--- src/rtl/aux_in_cond.sv ---
// aux_in_cond: auxiliary GPIO input conditioner.
//
// Each input bit is synchronised through a SYNC_STAGES-deep flop chain and
// then glitch-filtered: a new level is accepted only after it has been seen
// for filt_len+1 consecutive cycles. Accepted rising/falling edges set
// sticky write-1-to-clear status bits, which are masked and OR-ed into irq.
//
// Ports:
//   sys_clk      system clock
//   sys_rst      asynchronous active-high reset
//   aux_in       raw asynchronous inputs (sampled only by the first sync stage)
//   filt_len     extra stable cycles before a level change is accepted
//   irq_rise_en  per-bit enable: accepted 0->1 sets status
//   irq_fall_en  per-bit enable: accepted 1->0 sets status
//   irq_mask     per-bit mask of status into irq
//   irq_clr      one-cycle write-1-to-clear pulses for irq_status
//   aux_i        filtered, synchronised input level
//   irq_status   sticky per-bit edge-event flags
//   irq          OR of (irq_status & irq_mask)
//
// SYNC_STAGES must be at least 2.

module aux_in_cond #(
  parameter int WIDTH       = 32,
  parameter int SYNC_STAGES = 2,
  parameter int FILT_BITS   = 4
) (
  input  logic                 sys_clk,
  input  logic                 sys_rst,
  input  logic [WIDTH-1:0]     aux_in,
  input  logic [FILT_BITS-1:0] filt_len,
  input  logic [WIDTH-1:0]     irq_rise_en,
  input  logic [WIDTH-1:0]     irq_fall_en,
  input  logic [WIDTH-1:0]     irq_mask,
  input  logic [WIDTH-1:0]     irq_clr,
  output logic [WIDTH-1:0]     aux_i,
  output logic [WIDTH-1:0]     irq_status,
  output logic                 irq
);

  logic [WIDTH-1:0]     sync_q [SYNC_STAGES];
  logic [WIDTH-1:0]     s;
  logic [FILT_BITS-1:0] cnt_q [WIDTH];
  logic [WIDTH-1:0]     level_q;
  logic [WIDTH-1:0]     status_q;
  logic [WIDTH-1:0]     update;
  logic [WIDTH-1:0]     rise;
  logic [WIDTH-1:0]     fall;

  // Synchroniser chain; stage 0 is the only flop that sees aux_in.
  always_ff @(posedge sys_clk or posedge sys_rst) begin
    if (sys_rst) begin
      for (int k = 0; k < SYNC_STAGES; k++) begin
        sync_q[k] <= '0;
      end
    end else begin
      sync_q[0] <= aux_in;
      for (int k = 1; k < SYNC_STAGES; k++) begin
        sync_q[k] <= sync_q[k-1];
      end
    end
  end

  assign s = sync_q[SYNC_STAGES-1];

  // ">=" rather than "==" so that shrinking filt_len mid-count forces the
  // update on the next edge instead of letting cnt run past filt_len.
  always_comb begin
    update = '0;
    for (int i = 0; i < WIDTH; i++) begin
      update[i] = (s[i] != level_q[i]) && (cnt_q[i] >= filt_len);
    end
  end

  // Events use the pre-update sampled level: on an update s is the new level.
  assign rise = update & s & irq_rise_en;
  assign fall = update & ~s & irq_fall_en;

  // Filter counters and accepted level. cnt only increments while below
  // filt_len, so it can never wrap.
  always_ff @(posedge sys_clk or posedge sys_rst) begin
    if (sys_rst) begin
      for (int i = 0; i < WIDTH; i++) begin
        cnt_q[i] <= '0;
      end
      level_q <= '0;
    end else begin
      for (int i = 0; i < WIDTH; i++) begin
        if (s[i] == level_q[i]) begin
          cnt_q[i] <= '0;
        end else if (update[i]) begin
          level_q[i] <= s[i];
          cnt_q[i]   <= '0;
        end else begin
          cnt_q[i] <= cnt_q[i] + FILT_BITS'(1);
        end
      end
    end
  end

  // Sticky status; a new event on the same edge as a clear wins.
  always_ff @(posedge sys_clk or posedge sys_rst) begin
    if (sys_rst) begin
      status_q <= '0;
    end else begin
      status_q <= (status_q & ~irq_clr) | rise | fall;
    end
  end

  assign aux_i      = level_q;
  assign irq_status = status_q;
  assign irq        = |(status_q & irq_mask);

endmodule

--- config.mk ---
export PLATFORM = sky130hd
export DESIGN_NAME = aux_in_cond
export DESIGN_NICKNAME = d
export VERILOG_FILES = /design/src/rtl/aux_in_cond.sv
export SDC_FILE = /design/constraint.sdc
export NUM_CORES = 1
export LEC_CHECK = 0
export CORE_UTILIZATION = 49
export DETAILED_ROUTE_END_ITERATION = 7
export GPL_TIMING_DRIVEN = 0
export PLACE_DENSITY = 0.75
export SLEW_MARGIN = 20
export SYNTH_ARGS = -nofsm -noshare
export SYNTH_HDL_FRONTEND = slang
export SYNTH_SLANG_ARGS = --single-unit
--- constraint.sdc ---
create_clock -name sys_clk -period 10.5 [get_ports sys_clk]
set_input_delay 3.15 -clock sys_clk [delete_from_list [all_inputs] [get_ports sys_clk]]
set_output_delay 3.15 -clock sys_clk [all_outputs]
set_load 0.03 [all_outputs]
## Yosys cells after proc, flatten, opt, wreduce, memory -nomap -nowiden

Index checks and enable logic that the tools add are counted.

- Output and inout bits: 65
- Register bits: 256

- Equal/unequal tests: 64
- Add/subtract/negate cells: 32
- Bitwise operators: 42
- Muxes and demuxes: 64
- $lt $le $gt $ge: 32
- Reductions and logical operators: 65

Operator list:

| cell | number |
|---|---|
| 4-bit two-way mux | 64 |
| 32-bit AND | 6 |
| 4-bit by 1-bit adder with 4-bit output, second input constant | 32 |
| 4-bit greater-or-equal comparator | 32 |
| 32-bit inverter | 2 |
| 32-bit OR | 2 |
| 2-bit AND reduction | 32 |
| 1-bit equality test | 32 |
| 1-bit logical AND | 32 |
| 1-bit != test | 32 |
| 1-bit inverter | 32 |
| 32-bit OR reduction | 1 |

## Longest topological paths before layout

Gate-level depths: netlist (run 1).

- Depth in word-level cells: 6
- Depth in mapped cells: 6
- Gate-level depth less buffers: 6

## Worst setup path after synthesis (run 1)

Ideal clock, no wire load.

- Path type: input to output
- Start: in irq_mask[0]
- End: out irq
- Stages on the path: 3
- Data required time: 7.350 ns
- Slack: 3.258 ns
- Buffers on the path: 0
- Arrival: 4.092 ns
- Cells stage by stage: a22oi_1 -> nand4_1 -> or4_1

- Cells in the longest elaborated chain, start to end: 2

Ends and longest elaborated chain:

| what | RTL line | RTL |
|---|---|---|
| start: declaration | 34 | `input logic [WIDTH-1:0] irq_mask,` |
| 32-bit AND | 112 | `assign irq = \|(status_q & irq_mask);` |
| 32-bit OR reduction | 112 |  |
| end: declaration | 38 | `output logic irq` |

Every way passes these cells.

## Worst setup path after layout (run 1)

- Start: in irq_mask[5]
- End: out irq

The elaborated chain is that of the path after synthesis.

==> flow_summary.toml, run 1 <==
[status]
outcome = "finished clean"

[timing]
tns_ns = 0
tightest_slew_ns = 0.709
min_period_over_period_pct = 81.3
fin_worst_skew_ns = 0.00604
drv_slew = 0
rsz0062_at_grt = "false"
max_slew_margin_pct = 52.7
max_freq_ghz = 0.117
period_minus_slack_ns = 8.54
setup_viol = 0
finalHoldViolCount = 0

[final_layout]
instances_no_fill = 1804
multi_input_area_sq_um = 6880
final_cell_mix = "256 x dfrtp_1, 229 x clkdlybuf4s50_1, 192 x nor2_1"
ff_latch_area_sq_um = 6410
mostFrequentLayoutCell = "dfrtp_1"
nets = 1738
final_layout_size_suffix_gt1_share_pct = 10.9
nFillCells = 2113
area_growth_pct = 28.8
fin_area_sq_um = 17600
antenna_cells = 0

[critical_path]
worstPathMaxFanout = 1
crit_chain = "clkdlybuf4s50_1 -> a22oi_1 -> nand4_1 -> or4_1 -> clkdlybuf4s50_1"
critPathCapture = "irq"
startpoint = "irq_mask[5]"
arrival_ns = 5.39
crit_top_cell = "clkdlybuf4s50_1"
reg2reg_depth = 6
path_depth = 5
critPathBufInv = 2
crit_required_ns = 7.35
r2r-start = "cnt_q[64]"
crit_path_top_delay_cell = "clkdlybuf4s50_1"
rrSetupSlack_ns = 8.69
critical_path.top_delay_family = "buffers and inverters"
cpPeakStageDelay_ns = 0.61
criticalPathCategory = "input port to primary output"
reg2reg_to = "aux_i[15]"
startpoint_type = "input port"
endpoint_kind = "primary output"

[place]
portBuffers = 230
gp_congestion = 0.753
dpl.cell_count = 1753
placed_area_sq_um = 16600
dp_hpwl_microns = 20000

[power]
switching_power_w = 0.00139
peakVddDrop_uv = 142
p_clk_share_pct = 25.8
p_int_w = 0.00267
seqPwrFrac_pct = 35.7
switching_share_pct = 34.2
p_leak_nw = 8.25
comb_power_share_pct = 38.5
power_density_nw_per_um2 = 231

[clock_tree]
clockBufferDepth = 3
cts_resized = 0
h-tree-depth = 1
clk-insertion-delay-late_ns = 0.53
cts_buffers = 29
cts_tree = "built"
cts-root-buf = "clkbuf_16"
ctsHoldBuffers = 0
path_clk_slew_ns = 0.06
post-cts-setup-buffers = 0
clock_sinks = 256

[drt]
postRouteAntennaNets = 0
remaining_drc_errors = 0
wire_per_inst_microns = 15.0
drtIter0Drc = 362
via_per_inst = 5.05
drt_wl_total_microns = 27000
dr.pass1.iters = 4
via_count = 9102

[global_route]
grt_start_max_net_pins = 101
grt_first_pass_wirelength_microns = 44700
antenna_found_initial = 0
overflow = 0
grt_pass1_vias = 9483
track_usage_pct = 19.2

[floorplanning]
core_area_sq_um = 27200
rows = 60
io_pins = 231
die_h_microns = 169
fp.dieArea_sq_um = 28600
initial_core_util_pct = 50.3
fp.dieW_microns = 169

[synth]
yosysTopAreaCellShare_pct = 46.9
synth_area_sq_um = 13700
yosys_register_bits = 256
yosysSeqAreaShare_pct = 46.9
avgSynthCellArea_sq_um = 11.9
yosys_warnings = 0
ys_types = 19
synth_area_leaders = "dfrtp_1 47%, ha_1 15%, a2111oi_4 6.4%"
syn_inst = 1145
synth_fp_nets = 1471
yosysTopAreaCell = "dfrtp_1"

[flow_run]
maxCapViolCount = 0

[min_path]
holdPathStages = 0
hold_class = "flip-flop to flip-flop"
## layer usage
layer / global-route usage, % / routed length, microns / vias up
met5: 0 / 0 / -
met4: 4.31 / 414 / 0
met3: 3.32 / 1430 / 35
met2: 34.1 / 13100 / 194
met1: 24.5 / 12000 / 4387
li1: - / - / 4486
## cells by family (layout without fill, tap and decap cells)
logic type	after synthesis	in the layout	synth area share, %
AND/OR/NAND/NOR	325	325	12.5
flip-flops	256	256	46.9
AO/OA/AOI/OAI	176	176	13.5
adder cells (fa/ha/maj)	160	160	14.7
buffers and inverters	100	387	2.75
XOR/XNOR	96	96	6.15
multiplexers	32	32	3.52
## stage by stage
| stage | hold slack, ns | worst slack, ns | utilization [%] | total power (W) |
|---|---|---|---|---|
| 2_1_floorplan | 0.331 | 0.308 | - | 0.00256 |
| 3_3_place_gp | 0.332 | -2.95 | 60.5 | 0.00296 |
| 3_5_place_dp | 0.335 | 1.86 | 61.0 | 0.00304 |
| 4_1_cts | 0.348 | 1.86 | 64.7 | 0.00411 |
| 5_1_grt | 0.353 | 1.85 | 64.7 | 0.00432 |
| 6_report | 0.347 | 1.96 | 64.7 | 0.00406 |
## worst min-delay path by stage
| stage | start | end | slack [ns] |
|---|---|---|---|
| 2_1_floorplan | sync_q[32] | s[0] | 0.33 |
| 3_3_place_gp | sync_q[51] | s[19] | 0.33 |
| 3_5_place_dp | sync_q[54] | s[22] | 0.33 |
| 4_1_cts | sync_q[54] | s[22] | 0.35 |
| 5_1_grt | sync_q[36] | s[4] | 0.35 |
| 6_report | sync_q[54] | s[22] | 0.35 |
## flip-flops by register name (all words and copies together), names as in the netlist
signal,cells
cnt_q,128
aux_i,32
irq_status,32
s,32
sync_q,32
## power by group through the flow
stage / combinational, W / clock [W] / sequential (W)
finish: 0.00156 / 0.00105 / 0.00145
floorplan: 0.000988 / 0 / 0.00157
global route: 0.00172 / 0.00112 / 0.00148
global placement: 0.00151 / 0 / 0.00145
CTS: 0.00158 / 0.00108 / 0.00145
detailed placement: 0.00157 / 0 / 0.00146
## Yosys cell counts
library cell	n
mux2_4	32
o21a_1	32
xor2_1	64
ha_1	160
o21ai_1	32
dfrtp_1	256
or4_1	1
inv_1	100
o21ai_0	32
a2111oi_4	32
nand2b_4	32
nand2_1	32
nor2_1	192
a22o_1	32
nand4_1	4
nand3_1	32
xnor2_1	32
a22oi_1	16
nand3b_1	32
## layout make-up
cell class	count	area share, %
sequential	256	36.4
inverter	100	2.18
clock inverter	16	1.21
clock buffer	35	4.48
multi-input combinational	789	39.1
tap	372	2.65
timing repair buffer	236	14.0
Note: power is estimated with default switching activity, not from simulation.
==> run 2: changes to the inputs <==
--- a/config.mk
+++ b/config.mk
@@ -5,7 +5,7 @@
 export SDC_FILE = /design/constraint.sdc
 export NUM_CORES = 1
 export LEC_CHECK = 0
-export CORE_UTILIZATION = 49
+export CORE_UTILIZATION = 52
 export DETAILED_ROUTE_END_ITERATION = 7
 export GPL_TIMING_DRIVEN = 0
 export PLACE_DENSITY = 0.75
==> constraint.sdc (replaced) <==
create_clock -name sys_clk -period 8.4 [get_ports sys_clk]
set_input_delay 2.52 -clock sys_clk [delete_from_list [all_inputs] [get_ports sys_clk]]
set_output_delay 2.52 -clock sys_clk [all_outputs]
set_load 0.03 [all_outputs]
==> run 2 against run 1 <==
- clock power increased by 25%
- setup slack worse by 0.78 ns
- routed wire length increased by 1.2%
- clock-buffer cell count up 1
- first-iteration DRC count down 13%
- combinational power up 25%
- sequential power grew 24%
- via count grew 0.70%
- critical path type unchanged
- largest cell class unchanged
- largest power group unchanged
- highest routed layer is now met5
==> flow_summary.toml, run 2 (synthesized netlist as in run 1, its figures left out) <==
[drt]
via_count = 9166
drtIter0Drc = 314
postRouteAntennaNets = 0
dr.pass1.iters = 4
remaining_drc_errors = 0
wire_per_inst_microns = 15.4
drt_wl_total_microns = 27300
via_per_inst = 5.18

[critical_path]
endpoint_kind = "primary output"
startpoint_type = "input port"
crit_path_top_delay_cell = "clkdlybuf4s50_1"
worstPathMaxFanout = 1
cpPeakStageDelay_ns = 0.60
crit_top_cell = "clkdlybuf4s50_1"
critPathBufInv = 2
arrival_ns = 4.70
crit_required_ns = 5.88
crit_chain = "clkdlybuf4s50_1 -> a22oi_1 -> nand4_1 -> or4_1 -> clkdlybuf4s50_1"
criticalPathCategory = "input port to primary output"
critical_path.top_delay_family = "buffers and inverters"

[clock_tree]
post-cts-setup-buffers = 0
cts_resized = 0
h-tree-depth = 1
ctsHoldBuffers = 0
path_clk_slew_ns = 0.06
clk-insertion-delay-late_ns = 0.53
cts-root-buf = "clkbuf_16"
cts_tree = "built"
clock_sinks = 256
clockBufferDepth = 3
cts_buffers = 28

[place]
dpl.cell_count = 1717
dp_hpwl_microns = 20400
portBuffers = 230
gp_congestion = 0.768

[timing]
rsz0062_at_grt = "false"
fin_worst_skew_ns = 0.0110
tightest_slew_ns = 0.614
max_slew_margin_pct = 59.0
setup_viol = 0
tns_ns = 0
period_minus_slack_ns = 7.22
min_period_over_period_pct = 85.9
finalHoldViolCount = 0
drv_slew = 0
max_freq_ghz = 0.139

[final_layout]
final_cell_mix = "256 x dfrtp_1, 229 x clkdlybuf4s50_1, 192 x nor2_1"
nFillCells = 1860
area_growth_pct = 29.2
mostFrequentLayoutCell = "dfrtp_1"
instances_no_fill = 1769
ff_latch_area_sq_um = 6410
antenna_cells = 0
final_layout_size_suffix_gt1_share_pct = 11.3
nets = 1743
top_register = "cnt_q"
largest_register_ffs = 128
multi_input_area_sq_um = 6880

[global_route]
track_usage_pct = 21.2
grt_start_max_net_pins = 35
grt_pass1_vias = 9387
antenna_found_initial = 2
grt_first_pass_wirelength_microns = 45700
overflow = 0

[status]
outcome = "finished clean"

[power]
comb_power_share_pct = 38.5
switching_power_w = 0.00173
power_density_nw_per_um2 = 287
p_clk_share_pct = 25.9
peakVddDrop_uv = 226
p_int_w = 0.00334
p_leak_nw = 8.31
switching_share_pct = 34.1
finalPower_w = 0.00507
seqPwrFrac_pct = 35.6

[floorplanning]
fp.dieW_microns = 164
initial_core_util_pct = 53.6
core_area_sq_um = 25500
rows = 58
fp.dieArea_sq_um = 26900
io_pins = 231
die_h_microns = 164

[min_path]
hold_class = "flip-flop to flip-flop"

[flow_run]
maxCapViolCount = 0
[run 2: changes by cell type in the layout (fill, tap and decap cells not counted)]
cell,change
buf_12,+7
clkinv_2,+1
clkinv_4,+1
buf_16,-1
inv_8,-1
clkbuf_1,+1
clkinvlp_4,-1
[run 2: through the flow]
stage	hold slack (ns)	instance area, sq um	setup slack, ns	util [%]
6_report	0.346	17600	1.18	69.3
5_1_grt	0.350	17600	1.03	69.3
4_1_cts	0.348	17600	1.16	69.3
3_5_place_dp	0.335	16600	1.17	65.3
3_3_place_gp	0.332	16400	0.644	64.3
2_1_floorplan	0.331	13700	2.42	-
[run 2: cell type report]
type / count / share of cell area, %
multi-input combinational: 789 / 39.0
clock buffer: 36 / 4.49
tap: 330 / 2.34
sequential: 256 / 36.3
inverter: 100 / 2.15
timing repair buffer: 242 / 14.5
clock inverter: 16 / 1.20
[run 2: power groups by stage]
stage               combinational, W  sequential, W  clock, W
floorplan                    0.00124        0.00196         0
global placement             0.00189        0.00181         0
detailed placement           0.00196        0.00182         0
CTS                          0.00198        0.00181   0.00135
global route                 0.00216        0.00185   0.00141
finish                       0.00195        0.00180   0.00131
[run 2: metal layers]
layer	up-vias	wire length (microns)	track usage, %
met5	-	11	0
met4	2	430	4.84
met3	36	1330	2.93
met2	192	13400	36.6
met1	4436	12100	28.2
li1	4500	-	-
[run 2: path summary, 6_finish.rpt]
kind | slack (ns) | startpoint | endpoint | cells past startpoint
max in group asynchronous | 4.99 | sys_rst | sync_q[39] | 5
worst max register to register | 6.58 | cnt_q[112] | aux_i[3] | 6
worst max-delay path | 1.18 | irq_mask[5] | irq | 5
min in group asynchronous | 2.38 | sys_rst | s[27] | 2
worst min-delay path | 0.35 | sync_q[39] | s[7] | 0
worst min register to register | 0.35 | sync_q[39] | s[7] | 0
[run 2: worst register-to-register path, stage by stage, from the launching register on]
cell	delay (ns)
dfrtp_1	0.39
inv_1	0.06
ha_1	0.27
nand2b_4	0.15
a2111oi_4	0.37
nor2_1	0.15
mux2_4	0.32
==> run 3: changes to the inputs <==
--- a/config.mk
+++ b/config.mk
@@ -5,10 +5,12 @@
 export SDC_FILE = /design/constraint.sdc
 export NUM_CORES = 1
 export LEC_CHECK = 0
-export CORE_UTILIZATION = 52
+export CELL_PAD_IN_SITES_DETAIL_PLACEMENT = 1
+export CELL_PAD_IN_SITES_GLOBAL_PLACEMENT = 2
+export CORE_UTILIZATION = 36
 export DETAILED_ROUTE_END_ITERATION = 7
 export GPL_TIMING_DRIVEN = 0
-export PLACE_DENSITY = 0.75
+export PLACE_DENSITY = 0.78
 export SLEW_MARGIN = 20
 export SYNTH_ARGS = -nofsm -noshare
 export SYNTH_HDL_FRONTEND = slang
==> run 3 against run 2 <==
- clock skew decreased by 0.0054 ns
- first-iteration DRC count decreased by 47%
- critical path type unchanged
- flip-flop and latch count unchanged
- largest power group unchanged
- critical endpoint unchanged
- sequential power about the same
==> flow_summary.toml, run 3 (synthesized netlist as in run 1, its figures left out) <==
[critical_path]
startpoint_type = "input port"
critical_path.top_delay_family = "buffers and inverters"
cpPeakStageDelay_ns = 0.61
arrival_ns = 4.74
reg2reg_depth = 6
criticalPathCategory = "input port to primary output"
crit_chain = "clkdlybuf4s50_1 -> a22oi_1 -> nand4_1 -> or4_1 -> clkdlybuf4s50_1"
startpoint = "irq_mask[10]"
endpoint_kind = "primary output"
worstPathMaxFanout = 1
crit_path_top_delay_cell = "clkdlybuf4s50_1"
rrSetupSlack_ns = 6.58
crit_required_ns = 5.88
crit_top_cell = "clkdlybuf4s50_1"
r2r-start = "cnt_q[60]"
critPathBufInv = 2
reg2reg_to = "aux_i[16]"

[floorplanning]
fp.dieArea_sq_um = 38700
rows = 70
io_pins = 231
core_area_sq_um = 37000
fp.dieW_microns = 197
initial_core_util_pct = 37.0
die_h_microns = 197

[global_route]
overflow = 0
grt_start_max_net_pins = 33
met3_usage_pct = 2.58
grt_first_pass_wirelength_microns = 50800
antenna_found_initial = 1
grt_use_met1_pct = 21.8
grt_pass1_vias = 10100
top_usage_layer = "met2"
track_usage_pct = 16.1
met2_usage_pct = 27.3

[drt]
wire_per_inst_microns = 15.6
dr.pass1.iters = 4
via_count = 9263
drtIter0Drc = 165
drt_wl_total_microns = 30400
remaining_drc_errors = 0
postRouteAntennaNets = 0
via_per_inst = 4.77

[power]
switching_share_pct = 35.2
peakVddDrop_uv = 148
switching_power_w = 0.00175
seqPwrFrac_pct = 36.5
power_density_nw_per_um2 = 280
p_clk_share_pct = 23.9
comb_power_share_pct = 39.6
p_leak_nw = 8.24
p_int_w = 0.00323

[clock_tree]
cts_buffers = 31
cts_resized = 0
clock_sinks = 256
path_clk_slew_ns = 0.06
post-cts-setup-buffers = 0
cts_tree = "built"
h-tree-depth = 1
clk-insertion-delay-late_ns = 0.54
clockBufferDepth = 3
ctsHoldBuffers = 0
cts-root-buf = "clkbuf_16"

[timing]
finalHoldViolCount = 0
fin_worst_skew_ns = 0.00562
max_freq_ghz = 0.138
min_period_over_period_pct = 86.5
drv_slew = 0
max_slew_margin_pct = 55.2
rsz0062_at_grt = "false"
period_minus_slack_ns = 7.26
tns_ns = 0
tightest_slew_ns = 0.673
setup_viol = 0

[min_path]
min-delay-start = "sync_q[39]"
holdPathStages = 0
hold_class = "flip-flop to flip-flop"
hold_path_end = "s[7]"

[final_layout]
final_layout_size_suffix_gt1_share_pct = 10.4
instances_no_fill = 1943
antenna_cells = 0
top_register = "cnt_q"
nets = 1747
final_cell_mix = "256 x dfrtp_1, 229 x clkdlybuf4s50_1, 192 x nor2_1"
largest_register_ffs = 128
area_growth_pct = 30.0
mostFrequentLayoutCell = "dfrtp_1"

[status]
outcome = "finished clean"

[place]
portBuffers = 230
dp_hpwl_microns = 22900
gp_congestion = 0.711
dpl.cell_count = 1892

[flow_run]
maxCapViolCount = 0
## run 3: cell type report
cell class / instances / area [sq um]
inverters: 100 / 379
well taps: 504 / 631
fillers: 3973 / 19200
multi-input cells: 789 / 6880
flip-flops and latches: 256 / 6410
clock inverters: 2 / 13.8
clock buffers: 49 / 873
repair buffers: 243 / 2570
## run 3: per-layer routing
metal	vias up	share of wire (%)
li1	4492	-
met1	4576	47
met2	166	47
met3	29	4.7
met4	0	1.4
met5	-	0
## run 3: worst max path at each step
stage | end | cells past startpoint
6_report | irq | 5
5_1_grt | irq | 5
4_1_cts | irq | 5
3_5_place_dp | irq | 5
3_3_place_gp | irq_status[31] | 2
2_1_floorplan | irq | 3
## run 3: power by group through the flow
stage               sequential [W]  clock (W)  combinational, W
floorplan                  0.00196          0           0.00124
global placement           0.00183          0           0.00192
detailed placement         0.00184          0           0.00200
CTS                        0.00182    0.00124           0.00201
finish                     0.00182    0.00119           0.00197
global route               0.00187    0.00129           0.00219
## run 3: stage by stage
step                      hold WS (ns)  util (%)  power [W]  cell area (sq um)  worst slack [ns]
after floorplan                  0.331         -    0.00320              13700              2.42
after global placement           0.331      44.9    0.00375              16600             0.385
after detailed placement         0.336      45.6    0.00384              16900              1.03
after CTS                        0.348      48.0    0.00508              17800              1.03
after global routing             0.352      48.0    0.00535              17800             0.951
final                            0.345      48.0    0.00498              17800              1.14
